===== src/rtl/lc3_decode_queue.sv =====
// LC-3 decode stage: a small instruction FIFO between Fetch and Execute feeding a registered
// decode output stage, plus condition codes (PSR), branch evaluation and an illegal-opcode counter.
module lc3_decode_queue #(
    parameter int IQ_DEPTH    = 2,
    parameter int PSR_BYPASS  = 1,
    parameter int BADOP_CNT_W = 8
) (
    input  logic                   clock,
    input  logic                   reset,
    input  logic [15:0]            instr_in,
    input  logic                   instr_valid,
    output logic                   instr_ready,
    input  logic                   flush,
    input  logic [15:0]            VSR1,
    input  logic [15:0]            VSR2,
    input  logic                   psr_we,
    input  logic [15:0]            DR_in,
    output logic                   dec_valid,
    input  logic                   dec_ready,
    output logic [2:0]             sr1,
    output logic [2:0]             sr2,
    output logic [2:0]             dr,
    output logic [5:0]             E_Control,
    output logic [5:0]             C_Control,
    output logic [1:0]             W_Control,
    output logic                   M_Control,
    output logic                   F_Control,
    output logic [47:0]            D_Data,
    output logic [2:0]             psr,
    output logic                   badop,
    output logic [BADOP_CNT_W-1:0] badop_count
);
    localparam int            PW   = (IQ_DEPTH > 1) ? $clog2(IQ_DEPTH) : 1;
    localparam logic [PW:0]   FULL = (PW+1)'(IQ_DEPTH);
    localparam logic [PW-1:0] LAST = PW'(IQ_DEPTH - 1);

    // Handshakes: a word moves only on a cycle where its valid and ready are both high;
    // a producer holding valid keeps its data stable until the transfer happens.
    logic [15:0]   iq_mem [IQ_DEPTH];
    logic [PW-1:0] wr_ptr, rd_ptr;
    logic [PW:0]   iq_count;
    logic [15:0]   ir, head;
    logic          push, pop;
    logic [2:0]    psr_new, psr_eff;

    logic [5:0] d_e, d_c;
    logic [1:0] d_w;
    logic       d_m, d_f, d_bad;
    logic [2:0] d_sr1, d_sr2, d_dr;

    assign instr_ready = !reset && !flush && (iq_count < FULL);
    assign push        = instr_valid && instr_ready;
    assign pop         = (iq_count != '0) && (!dec_valid || dec_ready);
    assign head        = iq_mem[rd_ptr];
    assign psr_new     = DR_in[15] ? 3'b100 : ((|DR_in) ? 3'b001 : 3'b010);
    assign psr_eff     = ((PSR_BYPASS != 0) && psr_we) ? psr_new : psr;
    assign D_Data      = {ir, VSR1, VSR2};

    always_ff @(posedge clock) begin
        if (reset || flush) begin
            wr_ptr   <= '0;
            rd_ptr   <= '0;
            iq_count <= '0;
        end else begin
            if (push) wr_ptr <= (wr_ptr == LAST) ? '0 : wr_ptr + 1'b1;
            if (pop)  rd_ptr <= (rd_ptr == LAST) ? '0 : rd_ptr + 1'b1;
            iq_count <= iq_count + (PW+1)'(push) - (PW+1)'(pop);
        end
    end

    always_ff @(posedge clock) begin
        if (push) iq_mem[wr_ptr] <= instr_in;
    end

    always_ff @(posedge clock) begin
        if (reset)       psr <= 3'b010;
        else if (psr_we) psr <= psr_new;
    end

    always_comb begin
        d_e = '0; d_c = '0; d_w = '0; d_m = 1'b0; d_f = 1'b0; d_bad = 1'b0;
        d_sr1 = '0; d_sr2 = '0; d_dr = '0;
        d_c[5:4] = head[13] ? 2'b10 : (head[12] ? 2'b00 : 2'b01);
        case (head[15:12])
            4'b0001, 4'b0101: begin
                d_e = {1'b0, head[14], head[5], 3'b000};
                d_dr = head[11:9]; d_sr1 = head[8:6]; d_sr2 = head[2:0];
            end
            4'b1001: begin d_e = 6'b100000; d_dr = head[11:9]; d_sr1 = head[8:6]; end
            4'b0000: begin d_e = 6'b000011; d_f = |(head[11:9] & psr_eff); end
            4'b1100: begin d_e = 6'b000100; d_f = 1'b1; d_sr1 = head[8:6]; end
            4'b0100: begin
                d_e = head[11] ? 6'b000001 : 6'b000100;
                d_c[3:0] = 4'b1000; d_w = 2'b11; d_f = 1'b1; d_dr = 3'd7; d_sr1 = head[8:6];
            end
            4'b0010: begin d_e = 6'b000011; d_c[3:0] = 4'b0010; d_w = 2'b01; d_dr = head[11:9]; end
            4'b0110: begin
                d_e = 6'b000100; d_c[3:0] = 4'b0010; d_w = 2'b01;
                d_dr = head[11:9]; d_sr1 = head[8:6];
            end
            4'b1010: begin
                d_e = 6'b000011; d_c[3:0] = 4'b0001; d_w = 2'b01; d_m = 1'b1; d_dr = head[11:9];
            end
            4'b1110: begin d_e = 6'b000011; d_c[3:0] = 4'b0110; d_w = 2'b10; d_dr = head[11:9]; end
            4'b0011: begin d_e = 6'b000011; d_c[3:0] = 4'b0100; d_sr2 = head[11:9]; end
            4'b0111: begin
                d_e = 6'b000100; d_c[3:0] = 4'b0100; d_sr1 = head[8:6]; d_sr2 = head[11:9];
            end
            4'b1011: begin d_e = 6'b000011; d_m = 1'b1; d_sr2 = head[11:9]; end
            default: begin
                // 1000, 1101, 1111: no LC-3 meaning here, drive a recognisable all-ones pattern
                d_e = 6'b111111; d_c[3:0] = 4'b1111; d_w = 2'b11; d_f = 1'b1; d_m = 1'b1;
                d_sr1 = 3'd7; d_sr2 = 3'd7; d_dr = 3'd7; d_bad = 1'b1;
            end
        endcase
    end

    always_ff @(posedge clock) begin
        if (reset) begin
            dec_valid <= 1'b0; ir <= '0;
            E_Control <= '0; C_Control <= '0; W_Control <= '0; M_Control <= 1'b0; F_Control <= 1'b0;
            sr1 <= '0; sr2 <= '0; dr <= '0;
            badop <= 1'b0; badop_count <= '0;
        end else if (flush) begin
            dec_valid <= 1'b0;
            badop     <= 1'b0;
        end else if (pop) begin
            dec_valid <= 1'b1; ir <= head;
            E_Control <= d_e; C_Control <= d_c; W_Control <= d_w; M_Control <= d_m; F_Control <= d_f;
            sr1 <= d_sr1; sr2 <= d_sr2; dr <= d_dr;
            badop <= d_bad;
            if (d_bad && (badop_count != '1)) badop_count <= badop_count + 1'b1;
        end else begin
            badop <= 1'b0;
            if (dec_valid && dec_ready) dec_valid <= 1'b0;
        end
    end
endmodule


===== config.mk =====
export PLATFORM = sky130hd
export DESIGN_NAME = lc3_decode_queue
export DESIGN_NICKNAME = d
export VERILOG_FILES = /design/src/rtl/lc3_decode_queue.sv
export SDC_FILE = /design/constraint.sdc
export NUM_CORES = 1
export LEC_CHECK = 0
export CORE_AREA = 2 2 122 100
export CTS_BUF_LIST = sky130_fd_sc_hd__clkbuf_2 sky130_fd_sc_hd__clkbuf_4 sky130_fd_sc_hd__clkbuf_8
export CTS_CLUSTER_DIAMETER = 150
export CTS_CLUSTER_SIZE = 40
export DETAILED_ROUTE_END_ITERATION = 6
export DIE_AREA = 0 0 124 102
export MAX_ROUTING_LAYER = met4
export PLACE_DENSITY = 0.77
export SLEW_MARGIN = 20
export SYNTH_ARGS = -nofsm -noshare
export SYNTH_HDL_FRONTEND = slang
export SYNTH_SLANG_ARGS = --single-unit

===== constraint.sdc =====
create_clock -name clock -period 3.5 [get_ports clock]
set_input_delay 0.875 -clock clock [delete_from_list [all_inputs] [get_ports clock]]
set_output_delay 0.875 -clock clock [all_outputs]
set_load 0.01 [all_outputs]

==> impl_metrics.tcl, run 1 <==
set metrics [dict create \
    synth.yosys.seq_area_share 0.542 \
    clock_latency_ns 0.37 \
    syn_inst 382 \
    status "finished clean" \
    routed_via_density 5.09 \
    clkPwrFrac 0.326 \
    synth_flop_cell "dfxtp_1" \
    grt_max_degree 35 \
    fin_hold_ws_ns 0.460 \
    whs_endpoint "C_Control[0]" \
    worstPathArrival_ns 2.45 \
    maxSlewHeadroom 0.457 \
    fillers 1077 \
    grt_pass1_vias 2906 \
    cts_root_buffer "clkbuf_8" \
    finalHoldViolCount 0 \
    clk_pin_slew_worst_paths_ns 0.09 \
    worstHoldStart "C_Control[0]" \
    tns_ns 0 \
    crit_path_max_fanout 7 \
    post-synth-top-area-cell "dfxtp_1" \
    vias 3008 \
    cts_resized 0 \
    maxSlewViolCount 0 \
    dr.pass1.iters 4 \
    grt_pass1_wl_um 15000 \
    p_seq_frac 0.539 \
    max_cap_viol_count 0 \
    antenna_found_initial 0 \
    synth_area_leaders "dfxtp_1, edfxtp_1, buf_4" \
    p_comb_frac 0.135 \
    end_kind "primary output" \
    worstMarginPinSlew_ns 0.811 \
    period_minus_slack_ns 3.33 \
    diodes 0 \
    netSwitchingPower_w 0.000577 \
    fmax_mhz 300 \
    row_count 35 \
    drt-initial-drc-count 137 \
    hp-class "register to register" \
    numCtsBuffers 9 \
    path_class "input pin to primary output" \
    fin_crit_sh 0.951 \
    swShare 0.272 \
    ff_latch_area_um2 2120 \
    setup_viol 0 \
    cts_tree "done" \
    dieArea_um2 12600 \
    cp-start-kind "input pin" \
    grt_usage 0.162 \
    synth_edf_count 32 \
    postCtsSetupBuffers 0 \
    drcViolationCount 0 \
    port_buffers 92 \
    r2r_end "badop_count[4]" \
    cts.hold.buffers_added 0 \
    wl_per_cell_um 16.5 \
    num_io_pins 157 \
    layout.nets 511 \
    clock_skew_ns 0.0109 \
    p_int_w 0.00154 \
    finalPower_w 0.00212 \
    p_leak_nw 1.66 \
    hpwl_um 7350 \
    holdPathStages 2 \
    required_ns 2.62 \
    syn-cell-area_um2 3920 \
    totalWireLength_um 9760 \
    rsz0062_at_grt "false" \
    reg2reg_depth 6 \
    htree_num_levels 3 \
    drive_gt1_frac 0.0835 \
    cp-startpoint "flush" \
    initial_core_util 0.344 \
    multiInputGateArea_um2 1430 \
    areaGrowthSynthToFinish_pct 26.1 \
    synthDistinctLibCells 51 \
    yosysWarningCount 0 \
    r2r_slack_ns 0.77 \
    syn_nets 455 \
    vdd_drop_max_v 0.000167 \
    powerDensity_nw_per_um2 429 \
    synth_seq_cells 90 \
    fp.dieW_um 124 \
    overflow 0 \
    cts.sinks 90 \
    core_area_um2 11400 \
    fp.dieH_um 102 \
    utilization 0.434 \
    avgSynthCellArea_um2 10.3 \
    synth.top_cell.area_share 0.296 \
    cts_buffer_depth 2 \
    ys_async_sr_fraction 0 \
    ant_nets 0 \
    gp_congestion 0.815 \
]
==> sequential cells by signal, indices dropped and copies added (netlist names), named ones only <==
register and flops:
C_Control 5, wr_ptr 1, ir 16, badop_count 8, F_Control 1, sr2 3
rd_ptr 1, W_Control 2, sr1 3, psr 3, dr 3, iq_count 2
M_Control 1, E_Control 6, badop 1, dec_valid 1, iq_mem 32
==> per-stage QoR <==
stage / worst slack, ns / std cells / area (µm²)
2_1_floorplan: 0.571 / 382 / 3920
3_3_place_gp: 0.225 / 575 / 4750
3_5_place_dp: 0.168 / 575 / 4750
4_1_cts: 0.165 / 591 / 4940
5_1_grt: 0.0803 / 591 / 4940
6_report: 0.170 / 591 / 4940
==> power groups by stage <==
stage | registers [W] | logic [W] | clock network [W]
2_1_floorplan | 0.00118 | 0.000167 | 0
4_1_cts | 0.00114 | 0.000288 | 0.000709
3_3_place_gp | 0.00117 | 0.000280 | 0
3_5_place_dp | 0.00117 | 0.000287 | 0
5_1_grt | 0.00115 | 0.000314 | 0.000750
6_report | 0.00114 | 0.000286 | 0.000691
==> cell usage after synthesis (all sizes together) (3+ instances only) <==
master and n:
nand2 22, edfxtp 32, nor3 7, a21oi 29
o211ai 3, and3 3, nand2b 4, clkbuf 16
dfxtp 58, inv 7, ha 3, mux2i 18
buf 40, nor4 5, or3 5, mux2 4
nand3 4, o21ai 23, o32ai 3, a211oi 16
xnor2 5, nor2 40, nand4 6, a31oi 3
==> kinds of logic after synthesis <==
family                     after synthesis  share of synthesized area
DFF                                     90                      0.542
adders and majority gates                3                    0.00959
xor gates and xnor gates                 7                     0.0157
buffers and inverters                   63                     0.0949
and+or+nand+nor                        105                      0.128
AOI/OAI and AO/OA                       92                      0.148
muxes                                   22                     0.0626
==> layout by cell type, fill, tap and decap left out, drive strengths merged, types with 4 or more instances in the layout <==
master	synthesis	layout
a211oi	16	16
nand2	22	22
xnor2	5	5
or3	5	5
mux2i	18	18
inv	7	13
nand2b	4	4
mux2	4	4
clkbuf	16	9
nand4	6	6
edfxtp	32	32
nor2	40	40
buf	40	9
nor3	7	7
nor4	5	5
dfxtp	58	58
clkdlybuf4s50	0	92
nand3	4	4
a21oi	29	29
o21ai	23	23
==> worst max-delay path, cell delays in order <==
cell	delay, ns
clkdlybuf4s50_1	0.45
or2_2	0.38
nor2_1	0.18
clkdlybuf4s50_1	0.56
==> layer usage <==
layer  GRT usage  wire (µm)  vias to the layer above
li1            -          -                     1458
met1       0.177       3820                     1420
met2       0.260       4680                       84
met3      0.0575        785                       46
met4      0.0890        472                        0
met5           -          0                        -
==> final cells by class <==
cell class                 instances  share of cell area
sequential                        90               0.430
multi-input combinational        229               0.289
timing repair buffer             101               0.200
tap                              148              0.0375
clock buffer                       9              0.0251
clock inverter                     7              0.0134
inverter                           7             0.00532
==> how the worst max path moves through the flow <==
stage | end | slack [ns] | cells past startpoint
final | instr_ready | 0.17 | 4
after global routing | instr_ready | 0.08 | 4
after CTS | instr_ready | 0.16 | 4
after detailed placement | instr_ready | 0.17 | 4
after global placement | instr_ready | 0.23 | 4
after floorplan | iq_mem[0][0] | 0.57 | 6
Note: power is estimated with default switching activity, not from simulation.
==> run 2, diff against run 1 <==
--- a/config.mk
+++ b/config.mk
@@ -5,14 +5,14 @@
 export SDC_FILE = /design/constraint.sdc
 export NUM_CORES = 1
 export LEC_CHECK = 0
-export CORE_AREA = 2 2 122 100
+export CORE_AREA = 2 2 108 89
 export CTS_BUF_LIST = sky130_fd_sc_hd__clkbuf_2 sky130_fd_sc_hd__clkbuf_4 sky130_fd_sc_hd__clkbuf_8
 export CTS_CLUSTER_DIAMETER = 150
 export CTS_CLUSTER_SIZE = 40
 export DETAILED_ROUTE_END_ITERATION = 6
-export DIE_AREA = 0 0 124 102
+export DIE_AREA = 0 0 110 91
 export MAX_ROUTING_LAYER = met4
-export PLACE_DENSITY = 0.77
+export PLACE_DENSITY = 0.92
 export SLEW_MARGIN = 20
 export SYNTH_ARGS = -nofsm -noshare
 export SYNTH_HDL_FRONTEND = slang
==> impl_metrics.tcl, run 2 (synthesized netlist as in run 1, its figures left out) <==
set metrics [dict create \
    status "finished clean" \
    drive_gt1_frac 0.0814 \
    row_count 31 \
    regMostFlops "iq_mem" \
    clock_latency_ns 0.37 \
    rsz0062_at_grt "false" \
    holdPathStages 2 \
    path_class "input pin to primary output" \
    clk_pin_slew_worst_paths_ns 0.10 \
    layout.nets 510 \
    fp.dieH_um 91 \
    powerDensity_nw_per_um2 432 \
    whs_endpoint "C_Control[0]" \
    cts_buffer_depth 2 \
    preCtsSetupSlack_ns 0.204 \
    fillers 721 \
    grt_pass1_wl_um 15600 \
    vias 3147 \
    drcViolationCount 0 \
    cp-start-kind "input pin" \
    clock_skew_ns 0.0160 \
    cp_slowest_cell "clkdlybuf4s50_1" \
    dr.pass1.iters 5 \
    crit_family "buffers and inverters" \
    antenna_found_initial 0 \
    critPathMaxStageDelay_ns 0.56 \
    hp-class "register to register" \
    tns_ns 0 \
    grt_usage 0.207 \
    diodes 0 \
    port_buffers 92 \
    drt-initial-drc-count 272 \
    ant_nets 0 \
    numCtsBuffers 9 \
    finalHoldViolCount 0 \
    max_cap_viol_count 0 \
    p_leak_nw 1.65 \
    worstPathCellList "clkdlybuf4s50_1, or2_2, nor2_1, clkdlybuf4s50_1" \
    cts_tree "done" \
    worstPathArrival_ns 2.43 \
    multiInputGateArea_um2 1430 \
    period_minus_slack_ns 3.31 \
    timing.final.ws_setup_ns 0.190 \
    reg2reg_depth 6 \
    grt_pass1_vias 3110 \
    dieArea_um2 10000 \
    fin_crit_sh 0.946 \
    setup_viol 0 \
    fp.dieW_um 110 \
    hpwl_um 7130 \
    routed_via_density 5.65 \
    wl_per_cell_um 17.7 \
    crit_path_max_fanout 7 \
    htree_num_levels 3 \
    r2r_end "badop_count[6]" \
    cts.hold.buffers_added 0 \
    r2r_slack_ns 0.94 \
    initial_core_util 0.441 \
    cts_resized 0 \
    end_kind "primary output" \
    grt_max_degree 59 \
    maxSlewViolCount 0 \
    required_ns 2.62 \
    cts.sinks 90 \
    crit_top_cell "clkdlybuf4s50_1" \
    reg.largest.list "iq_mem (32), ir (16), badop_count (8)" \
    num_io_pins 157 \
    gp_congestion 0.862 \
    largest_reg_flops 32 \
    overflow 0 \
    path_buf_inv 2 \
    cts_root_buffer "clkbuf_8" \
    totalWireLength_um 9830 \
    postCtsSetupBuffers 0 \
    layout_commonest_cell "clkdlybuf4s50_1" \
    areaGrowthSynthToFinish_pct 24.9 \
    worstMarginPinSlew_ns 0.710 \
    core_area_um2 8880 \
    ff_latch_area_um2 2120 \
    fmax_mhz 302 \
    vdd_drop_max_v 0.000251 \
    worstHoldStart "C_Control[0]" \
    maxSlewHeadroom 0.522 \
    most-common-layout-cells "clkdlybuf4s50_1, dfxtp_1, nor2_1" \
]
## run 2: per-stage QoR
stage	utilization	area [µm²]	total power, W	hold WS [ns]	std cells
floorplan	-	3920	0.00134	0.476	382
global placement	0.529	4700	0.00144	0.446	541
detailed placement	0.529	4700	0.00146	0.447	541
CTS	0.551	4890	0.00213	0.459	557
global route	0.551	4890	0.00220	0.497	557
finish	0.551	4890	0.00212	0.455	557
## run 2: layer usage
metal,vias to the layer above,part of all wire,track usage
met3,50,0.071,0.0589
met4,0,0.036,0.107
met1,1494,0.40,0.237
li1,1463,-,-
met5,-,0,-
met2,140,0.49,0.329
## run 2: worst max path at each step
| stage | slack, ns | to | start | depth (start not counted) |
|---|---|---|---|---|
| floorplan | 0.57 | iq_mem[0][0] | reset | 6 |
| global placement | 0.23 | instr_ready | flush | 4 |
| detailed placement | 0.20 | instr_ready | flush | 4 |
| CTS | 0.19 | instr_ready | flush | 4 |
| global route | 0.13 | instr_ready | flush | 4 |
| finish | 0.19 | instr_ready | flush | 4 |
## run 2: report_power, final
group / internal [W] / switching [W]
Clock: 0.000279 / 0.000402
Combinational: 0.000143 / 0.000147
Sequential: 0.00112 / 0.0000236
Total: 0.00154 / 0.000573
## run 2: worst min-delay path, stage by stage, from the launching register on
cell and delay, ns:
dfxtp_1 0.32, nand2_1 0.05, a21oi_1 0.05
## run 2: final cells by class
class,count,area share
inverter,7,0.00537
clock buffer,9,0.0253
sequential,90,0.434
clock inverter,7,0.0138
timing repair buffer,100,0.201
tap,115,0.0294
multi-input combinational,229,0.292
==> run 3, diff against run 2 <==
--- a/config.mk
+++ b/config.mk
@@ -12,7 +12,7 @@
 export DETAILED_ROUTE_END_ITERATION = 6
 export DIE_AREA = 0 0 110 91
 export MAX_ROUTING_LAYER = met4
-export PLACE_DENSITY = 0.92
+export PLACE_DENSITY_LB_ADDON = 0.1
 export SLEW_MARGIN = 20
 export SYNTH_ARGS = -nofsm -noshare
 export SYNTH_HDL_FRONTEND = slang
==> impl_metrics.tcl, run 3 (synthesized netlist as in run 1, its figures left out) <==
set metrics [dict create \
    required_ns 2.62 \
    core_area_um2 8880 \
    rsz0062_at_grt "false" \
    end_kind "primary output" \
    largest_reg_flops 32 \
    cts_buffer_depth 2 \
    num_io_pins 157 \
    most-common-layout-cells "clkdlybuf4s50_1, dfxtp_1, nor2_1" \
    dr.pass1.iters 4 \
    fmax_mhz 302 \
    areaGrowthSynthToFinish_pct 25.8 \
    grt_pass1_wl_um 14800 \
    cp-start-kind "input pin" \
    grt_usage 0.198 \
    p_int_w 0.00161 \
    totalWireLength_um 9290 \
    finalHoldViolCount 0 \
    row_count 31 \
    htree_num_levels 3 \
    clk_pin_slew_worst_paths_ns 0.09 \
    gp_congestion 0.807 \
    initial_core_util 0.441 \
    clock_latency_ns 0.36 \
    grt_max_degree 35 \
    antenna_found_initial 0 \
    p_comb_frac 0.134 \
    fillers 789 \
    routed_via_density 5.34 \
    layout.nets 513 \
    vias 2992 \
    maxSlewHeadroom 0.534 \
    tns_ns 0 \
    diodes 0 \
    hpwl_um 6720 \
    multiInputGateArea_um2 1430 \
    placed_area_um2 4720 \
    fp.dieH_um 91 \
    post-place-cells 544 \
    final_area_um2 4930 \
    grt_pass1_vias 2909 \
    worstPathArrival_ns 2.44 \
    vdd_drop_max_v 0.000256 \
    fp.dieW_um 110 \
    status "finished clean" \
    fin_crit_sh 0.947 \
    setup_viol 0 \
    numCtsBuffers 9 \
    worstMarginPinSlew_ns 0.698 \
    cts.sinks 90 \
    drive_gt1_frac 0.0876 \
    cts_tree "done" \
    drt-initial-drc-count 193 \
    crit_path_max_fanout 7 \
    max_cap_viol_count 0 \
    path_class "input pin to primary output" \
    netSwitchingPower_w 0.000539 \
    layout_commonest_cell "clkdlybuf4s50_1" \
    cts_resized 0 \
    hp-class "register to register" \
    p_seq_frac 0.531 \
    p_leak_nw 1.67 \
    regMostFlops "iq_mem" \
    swShare 0.250 \
    overflow 0 \
    wl_per_cell_um 16.6 \
    drcViolationCount 0 \
    fin_cells 560 \
    postCtsSetupBuffers 0 \
    cts.hold.buffers_added 0 \
    ff_latch_area_um2 2120 \
    maxSlewViolCount 0 \
    clock_skew_ns 0.0137 \
    clkPwrFrac 0.335 \
    port_buffers 92 \
    dieArea_um2 10000 \
    ant_nets 0 \
    period_minus_slack_ns 3.32 \
    reg.largest.list "iq_mem (32), ir (16), badop_count (8)" \
    cts_root_buffer "clkbuf_8" \
    powerDensity_nw_per_um2 437 \
]
run 3: layer usage:
layer	GRT usage	wire [µm]	vias to the layer above
li1	-	-	1463
met1	0.256	4230	1407
met2	0.300	4290	90
met3	0.0445	543	32
met4	0.0749	225	0
met5	-	0	-
run 3: stage by stage:
step	total power [W]	setup WS [ns]	util	hold WS [ns]
2_1_floorplan	0.00134	0.571	-	0.476
3_3_place_gp	0.00145	0.218	0.532	0.444
3_5_place_dp	0.00145	0.182	0.532	0.452
4_1_cts	0.00217	0.182	0.555	0.465
5_1_grt	0.00224	0.0835	0.555	0.494
6_report	0.00215	0.185	0.555	0.462
run 3: critical path, cell delays in order:
cell and delay, ns:
clkdlybuf4s50_1 0.44, or2_2 0.37, nor2_1 0.18, clkdlybuf4s50_1 0.57
run 3: cell type report:
| type | instances | area share |
|---|---|---|
| flip-flops and latches | 90 | 0.431 |
| multi-input cells | 229 | 0.290 |
| repair buffers | 103 | 0.204 |
| well taps | 115 | 0.0292 |
| clock buffers | 10 | 0.0267 |
| clock inverters | 6 | 0.0147 |
| inverters | 7 | 0.00533 |
run 3: path summary, 6_finish.rpt:
check	startpoint	to	slack, ns	cells after the start
hold / removal	E_Control[5]	E_Control[5]	0.46	2
setup reg to reg	register	badop_count[6]	0.83	8
setup / recovery	flush	instr_ready	0.18	4
hold reg to reg	E_Control[5]	E_Control[5]	0.46	2
run 3: power by group through the flow:
stage / combinational (W) / clock [W] / sequential [W]
after global placement: 0.000284 / 0 / 0.00117
after CTS: 0.000289 / 0.000735 / 0.00114
final: 0.000287 / 0.000721 / 0.00114
after global routing: 0.000314 / 0.000782 / 0.00115
after detailed placement: 0.000288 / 0 / 0.00117
after floorplan: 0.000167 / 0 / 0.00118
